--- src/rtl/key_operand_loader_pkg.sv ---
// Shared types and defaults for the two-key operand loader.
package key_operand_loader_pkg;

  localparam int DEBOUNCE_CYCLES_DEF = 500000;
  localparam int OPERAND_W           = 5;

  typedef enum logic [1:0] {
    LOAD_A = 2'd0,
    LOAD_B = 2'd1,
    READY  = 2'd2
  } state_e;

endpackage

--- src/rtl/key_operand_loader_key_debounce.sv ---
// One pushbutton: 2-flop synchronizer, stable-level debouncer, press pulse.
module key_debounce #(
  parameter int DEBOUNCE_CYCLES = 500000
) (
  input  logic clk,
  input  logic rst,
  input  logic key_n,
  output logic press
);

  localparam int            CW   = $clog2(DEBOUNCE_CYCLES + 1);
  localparam logic [CW-1:0] LAST = CW'(DEBOUNCE_CYCLES - 1);
  localparam logic [CW-1:0] ONE  = CW'(1);

  logic          sync1_q, sync1_d;
  logic          sync2_q, sync2_d;
  logic          stable_q, stable_d;
  logic          press_q, press_d;
  logic [CW-1:0] cnt_q, cnt_d;

  always_comb begin
    sync1_d  = key_n;
    sync2_d  = sync1_q;
    stable_d = stable_q;
    cnt_d    = '0;
    press_d  = 1'b0;
    // Counter only runs while the synced level disagrees; agreement restarts it.
    if (sync2_q != stable_q) begin
      if (cnt_q == LAST) begin
        stable_d = sync2_q;
        press_d  = ~sync2_q;
      end else begin
        cnt_d = cnt_q + ONE;
      end
    end
  end

  always_ff @(posedge clk) begin
    if (rst) begin
      sync1_q  <= 1'b1;
      sync2_q  <= 1'b1;
      stable_q <= 1'b1;
      cnt_q    <= '0;
      press_q  <= 1'b0;
    end else begin
      sync1_q  <= sync1_d;
      sync2_q  <= sync2_d;
      stable_q <= stable_d;
      cnt_q    <= cnt_d;
      press_q  <= press_d;
    end
  end

  assign press = press_q;

endmodule

--- src/rtl/key_operand_loader.sv ---
// Captures operands A then B from switches on debounced LOAD presses and
// offers the pair downstream with a valid/ready handshake; CLEAR restarts.
module key_operand_loader
  import key_operand_loader_pkg::*;
#(
  parameter int DEBOUNCE_CYCLES = DEBOUNCE_CYCLES_DEF,
  parameter int W               = OPERAND_W
) (
  input  logic         clk,
  input  logic         rst,
  input  logic [1:0]   key_n,
  input  logic [W-1:0] sw,
  output logic [W-1:0] a,
  output logic [W-1:0] b,
  output logic         op_valid,
  input  logic         op_ready,
  output logic [1:0]   state
);

  logic [1:0] press;

  for (genvar k = 0; k < 2; k++) begin : g_key
    key_debounce #(.DEBOUNCE_CYCLES(DEBOUNCE_CYCLES)) u_deb (
      .clk   (clk),
      .rst   (rst),
      .key_n (key_n[k]),
      .press (press[k])
    );
  end

  logic         load_p, clear_p, xfer;
  logic [W-1:0] sw_q, sw_d;
  logic [W-1:0] a_q, a_d, b_q, b_d;
  state_e       state_q, state_d;

  assign load_p  = press[0];
  assign clear_p = press[1];
  assign xfer    = (state_q == READY) && op_ready;

  always_comb begin
    sw_d    = sw;
    a_d     = a_q;
    b_d     = b_q;
    state_d = state_q;
    if (clear_p) begin
      a_d     = '0;
      b_d     = '0;
      state_d = LOAD_A;
    end else begin
      case (state_q)
        LOAD_A: if (load_p) begin
          a_d     = sw_q;
          state_d = LOAD_B;
        end
        LOAD_B: if (load_p) begin
          b_d     = sw_q;
          state_d = READY;
        end
        // A new LOAD restarts the pair whether or not a transfer also happens.
        READY: begin
          if (load_p) begin
            a_d     = sw_q;
            state_d = LOAD_B;
          end else if (xfer) begin
            state_d = LOAD_A;
          end
        end
        default: state_d = LOAD_A;
      endcase
    end
  end

  always_ff @(posedge clk) begin
    if (rst) begin
      sw_q    <= '0;
      a_q     <= '0;
      b_q     <= '0;
      state_q <= LOAD_A;
    end else begin
      sw_q    <= sw_d;
      a_q     <= a_d;
      b_q     <= b_d;
      state_q <= state_d;
    end
  end

  assign a        = a_q;
  assign b        = b_q;
  assign op_valid = (state_q == READY);
  assign state    = state_q;

endmodule

--- config.mk ---
export PLATFORM = sky130hd
export DESIGN_NAME = key_operand_loader
export DESIGN_NICKNAME = d
export VERILOG_FILES = /design/src/rtl/key_operand_loader_pkg.sv /design/src/rtl/key_operand_loader_key_debounce.sv /design/src/rtl/key_operand_loader.sv
export SDC_FILE = /design/constraint.sdc
export NUM_CORES = 1
export LEC_CHECK = 0
export CORE_ASPECT_RATIO = 0.7
export CORE_MARGIN = 1
export CORE_UTILIZATION = 39
export DETAILED_ROUTE_END_ITERATION = 8
export GPL_ROUTABILITY_DRIVEN = 0
export SYNTH_ARGS = -nofsm -noshare
export SYNTH_HDL_FRONTEND = slang
export SYNTH_HIERARCHICAL = 1
export SYNTH_SLANG_ARGS = --single-unit
--- constraint.sdc ---
create_clock -name clk -period 2.6 [get_ports clk]
set_input_delay 0.52 -clock clk [delete_from_list [all_inputs] [get_ports clk]]
set_output_delay 0.52 -clock clk [all_outputs]
set_load 0.01 [all_outputs]
==> results.json <==
{
  "outcome": "completed",
  "yosysTopAreaCellShare_pct": 48.2,
  "grt_setup_unrepaired": "false",
  "cts_resized": 0,
  "numCtsBuffers": 9,
  "synth-seq-cells": 63,
  "relSlewSlack_pct": 45.8,
  "drc": 0,
  "final_common_cell": "dfxtp_1",
  "ys_warn_count": 6,
  "cts_tree": "built",
  "syn-cell-area_sq_um": 2620,
  "dieArea_sq_um": 7050,
  "layout_common_cells": "63 x dfxtp_1, 56 x nor2_1, 22 x clkdlybuf4s50_1",
  "io_buffers": 22,
  "final_nets": 321,
  "setup_viol": 0,
  "start_util_pct": 41.1,
  "drt_wl_total_mm": 4.72,
  "core_area_sq_um": 6370,
  "power_switching_mw": 0.395,
  "drt_iter0_drc": 104,
  "crit_path_start_kind": "flop",
  "comb_power_share_pct": 2.0,
  "grt_pass1_wl_mm": 8.27,
  "end_kind": "flop",
  "cellPowerDensity_nw_per_um2": 587,
  "num_io_pins": 23,
  "path_class": "flop to flop",
  "hp-class": "flop to flop",
  "switching_share_pct": 21.6,
  "worst_path_largest_cell_delay_ns": 0.55,
  "vias_per_cell": 4.83,
  "pwr-share-seq_pct": 53.5,
  "grt_max_degree": 20,
  "diodes": 0,
  "internal_power_mw": 1.43,
  "post-place-ws_ns": 0.497,
  "pwr-share-clk_pct": 44.5,
  "syn_area_per_cell_sq_um": 9.38,
  "ys_seq_area_share_pct": 48.2,
  "cp_slowest_cell": "or4b_1",
  "clock-skew-final_ns": 0.00629,
  "worst_slack_ns": 0.483,
  "finalCritPeriodShare_pct": 81.4,
  "track_usage_pct": 15.1,
  "clk_latency_ns": 0.34,
  "power.leakage_nw": 0.999,
  "fmax_mhz": 472,
  "dr.pass1.iters": 4,
  "synth_nets": 291,
  "antenna_found_initial": 0,
  "cts_max_level": 3,
  "cts_num_sinks": 63,
  "crit_chain": "or4b_1 -> or4_4 -> o21ai_4 -> nor2_1",
  "fp-row-count": 24,
  "crit_required_ns": 2.80,
  "fillCellCount": 628,
  "ant_nets": 0,
  "cts_root_buf": "clkbuf_8",
  "synth_top_area_cell": "dfxtp_1",
  "tightest_slew_ns": 0.812,
  "crit_arrival_ns": 2.32,
  "die_h_um": 70.5,
  "syn2layout_area_growth_pct": 18.9,
  "vias": 1957,
  "cts.clk_slew.worst_paths_ns": 0.07,
  "cts_setup_buffers": 0,
  "final.min_clock_period_ns": 2.12,
  "maxCapViolCount": 0,
  "slew_violations": 0,
  "ys_types": 41,
  "drive_gt1_share_pct": 10.5,
  "tns_ns": 0,
  "overflow": 0,
  "cts_hold_buffers": 0,
  "syn_inst": 279,
  "peakVddDrop_mv": 0.221,
  "hold_violations": 0,
  "cp_top_family": "simple AND/OR/NAND/NOR gates",
  "crit_buf_inv": 0,
  "cts_buffer_depth": 2,
  "wl_per_cell_um": 11.6,
  "final_util_pct": 48.9,
  "worst-path-max-fanout": 19,
  "grt_pass1_vias": 1796,
  "synth.area.top_cells": "dfxtp_1 48%, nor2_1 8.0%, xnor2_1 7.0%, mux2i_1 4.6%, xor2_1 2.7%",
  "die_w_um": 99.9,
  "fin_hold_ws_ns": 0.403,
  "dp_hpwl_mm": 3.28
}
power by group through the flow:
stage	clock network, mW	logic, mW	registers [mW]
6_report	0.814	0.0365	0.977
3_3_place_gp	0	0.0368	0.999
5_1_grt	0.880	0.0407	0.977
2_1_floorplan	0	0.0180	0.998
3_5_place_dp	0	0.0366	0.999
4_1_cts	0.845	0.0370	0.977
through the flow:
step | std cells | power [mW] | area (sq um)
global route | 405 | 1.90 | 3110
finish | 405 | 1.83 | 3110
CTS | 405 | 1.86 | 3110
detailed placement | 389 | 1.04 | 2920
global placement | 389 | 1.04 | 2920
floorplan | 279 | 1.02 | 2620
cells by family (layout without fill, tap and decap cells):
group / Yosys count / count (layout) / synth area share, %
adders and majority gates: 2 / 2 / 0.956
xor gates and xnor gates: 29 / 29 / 9.70
AOI/OAI and AO/OA: 15 / 15 / 3.68
DFF: 63 / 63 / 48.2
and+or+nand+nor: 144 / 144 / 29.9
muxes: 12 / 12 / 4.59
buffers and inverters: 14 / 49 / 2.96
sequential cells by signal, summed over array words and instances, names as in the netlist, 5 cells and up:
signal and count:
b 5, sw_q 5, g_key.u_deb/cnt_q 38, a 5
cell usage after synthesis, drive strengths merged:
cell type / n
a21oi: 8
a31o: 1
and2: 1
and3: 4
and4: 1
buf: 5
dfxtp: 63
ha: 2
inv: 9
mux2i: 12
nand2: 15
nand3: 11
nand3b: 2
nand4: 12
nand4b: 1
nor2: 56
nor2b: 7
nor3: 7
nor3b: 2
nor4: 8
nor4bb: 1
o21ai: 5
o31ai: 1
or2: 6
or3: 2
or4: 6
or4b: 2
xnor2: 21
xor2: 8
cell type report:
cell class | count | area, sq um | area share, %
sequential | 63 | 1260 | 40.5
multi-input combinational | 202 | 1280 | 41.1
tap | 91 | 114 | 3.66
timing repair buffer | 24 | 235 | 7.56
inverter | 9 | 33.8 | 1.09
clock buffer | 10 | 128 | 4.10
clock inverter | 6 | 61.3 | 1.97
metal layers:
layer	vias up	wire length, um	GRT usage (%)
li1	1017	-	-
met1	883	2520	20.7
met2	48	1850	21.4
met5	-	0	0
met4	0	82	6.86
met3	9	263	5.04
worst paths after layout:
path / end / depth (start not counted) / slack [ns] / from
worst max-delay path: g_key[1].u_deb/cnt_q[10] / 4 / 0.48 / g_key[1].u_deb/cnt_q[11]
worst min-delay path: g_key[0].u_deb/sync2_q / 1 / 0.40 / g_key[0].u_deb/sync1_q
worst max register to register: g_key[1].u_deb/cnt_q[10] / 4 / 0.48 / g_key[1].u_deb/cnt_q[11]
worst min register to register: g_key[0].u_deb/sync2_q / 1 / 0.40 / g_key[0].u_deb/sync1_q
No activity file was read; power rests on OpenSTA's default activity.
==> patch: new RTL, same settings <==
Change the package constant `OPERAND_W` from 5 to 6.
--- a/src/rtl/key_operand_loader_pkg.sv
+++ b/src/rtl/key_operand_loader_pkg.sv
@@ -2,7 +2,7 @@
 package key_operand_loader_pkg;
 
   localparam int DEBOUNCE_CYCLES_DEF = 500000;
-  localparam int OPERAND_W           = 5;
+  localparam int OPERAND_W           = 6;
 
   typedef enum logic [1:0] {
     LOAD_A = 2'd0,
Interface: changed (resized a, b and sw); port bits go from 23 to 26. The function was not compared with the original's and may differ.
==> patch against the unedited design <==
Area after synthesis grew 4.1%; setup slack better by 0.018 ns; sequential cell count is 3 higher; routed wire length grew 4.7%; total power grew 5.1%; non-clock buffer count is 3 higher; final area up 4.5%; highest routed layer unchanged.
==> patch: results (changes against the unedited design) <==
| Metric | Value |
|---|---|
| Seq/Total Area, Yosys | `48.5% (was 48.2%)` |
| Vias in the first global route | `1836 (was 1796)` |
| WL final | `4.94 mm (was 4.72 mm)` |
| Met1 GRT Util | `21.1% (was 20.7%)` |
| Met3 usage | `6.65% (was 5.04%)` |
| Status | `completed (unchanged)` |
| Asr flop ratio synth | `0% (unchanged)` |
| Total grt overflow | `0 (unchanged)` |
| Pint | `1490 uW (was 1430 uW)` |
| Slew @ Worst Pin | `0.498 ns (was 0.812 ns)` |
| Post-DP HPWL | `3.48 mm (was 3.28 mm)` |
| Post-Place Cells | `402 (was 389)` |
| Final Non-Filler Cells | `418 (was 405)` |
| Fillers | `657 (was 628)` |
| Ranking of synthesized cells by area | `dfxtp_1 (49%), nor2_1 (7.7%), xnor2_1 (6.8%), mux2i_1 (5.1%), xor2_1 (2.6%) (was dfxtp_1 (48%), nor2_1 (8.0%), xnor2_1 (7.0%), mux2i_1 (4.6%), xor2_1 (2.7%))` |
| Critical Path AT | `2.30 ns (was 2.32 ns)` |
| Met2 Track Usage GR | `21.8% (was 21.4%)` |
| Layout Skew | `0.00586 ns (was 0.00629 ns)` |
| Share of layout cells above drive strength 1 | `11.4% (was 10.5%)` |
| Syn Nets | `301 (was 291)` |
| Netlist cell types | `43 (was 41)` |
| Max IR drop VDD | `241 uV (was 221 uV)` |
| Post-CTS Setup Bufs | `0 (unchanged)` |
| Vias per cell | `4.79 (was 4.83)` |
| Static Leak | `0.00111 uW (was 0.000999 uW)` |
| Final net count | `332 (was 321)` |
| Drt initial violations | `146 (was 104)` |
| GRT Util Overall | `15.3% (was 15.1%)` |
| First-pass GRT wire length | `8.49 mm (was 8.27 mm)` |
| H-tree Lvls | `3 (unchanged)` |
| Commonest cells post-synth | `dfxtp_1 (66), nor2_1 (56), xnor2_1 (21) (was dfxtp_1 (63), nor2_1 (56), xnor2_1 (21))` |
| PortBufs | `25 (was 22)` |
| Syn avg cell area | `9.46 um^2 (was 9.38 um^2)` |
[patch: cell types whose count changed in the layout (fill, tap and decap cells not counted), sizes merged, moves of 2 or more]
cell,before,now
and2b,0,6
dfxtp,63,66
clkinvlp,1,3
mux2i,12,14
clkdlybuf4s50,22,25
nor2b,7,1
clkinv,4,2
[patch: worst reg2reg max path: cells and delay by family, from the launching register on]
kind / cells / cell delay [ns]
AND/OR/NAND/NOR: 3 / 1.17
flip-flops: 1 / 0.36
AO/OA/AOI/OAI: 1 / 0.45
[patch: power by group through the flow]
stage | logic, uW | clock network (uW) | registers (uW)
floorplan | 21.8 | 0 | 1050
global placement | 41.5 | 0 | 1050
detailed placement | 41.5 | 0 | 1050
CTS | 41.7 | 888 | 1020
global route | 45.2 | 937 | 1020
finish | 40.7 | 857 | 1020
[patch: cell type report]
cell class / count / area, um^2 / share of cell area, %
Inverter: 9 / 33.8 / 1.04
Clock buffer: 9 / 124 / 3.81
Tap cell: 94 / 118 / 3.62
Timing Repair Buffer: 27 / 265 / 8.15
Clock inverter: 7 / 78.8 / 2.42
Sequential cell: 66 / 1320 / 40.6
Multi-Input combinational cell: 206 / 1310 / 40.3
[patch: cell families after synthesis]
logic type      Yosys count  share of synthesized area, %
mux                      14                          5.14
xor+xnor                 29                          9.32
fa+ha+maj                 2                         0.919
compound gates           16                          3.72
simple gates            145                          29.1
buf+inv                  16                          3.31
flops                    66                          48.5
[patch: worst paths after layout]
| check | to | slack [ns] | cells after the start |
|---|---|---|---|
| max | g_key[1].u_deb/cnt_q[5]$_SDFF_PP0_ | 0.50 | 4 |
| min reg2reg | g_key[0].u_deb/sync2_q$_SDFF_PP1_ | 0.41 | 1 |
| min | g_key[0].u_deb/sync2_q$_SDFF_PP1_ | 0.41 | 1 |
| max reg2reg | g_key[1].u_deb/cnt_q[5]$_SDFF_PP0_ | 0.50 | 4 |
[patch: layer usage]
| metal | part of all wire (%) | wire (um) |
|---|---|---|
| met2 | 38 | 1890 |
| met4 | 1.2 | 59 |
| met3 | 5.4 | 267 |
| met5 | 0 | 0 |
| met1 | 55 | 2720 |
[patch: stage by stage]
stage / setup WS, ns / cell area, um^2 / util (%)
global placement: 0.526 / 3050 / 45.1
floorplan: 0.681 / 2720 / -
CTS: 0.481 / 3250 / 48.1
global route: 0.318 / 3250 / 48.1
detailed placement: 0.484 / 3050 / 45.1
finish: 0.501 / 3250 / 48.1
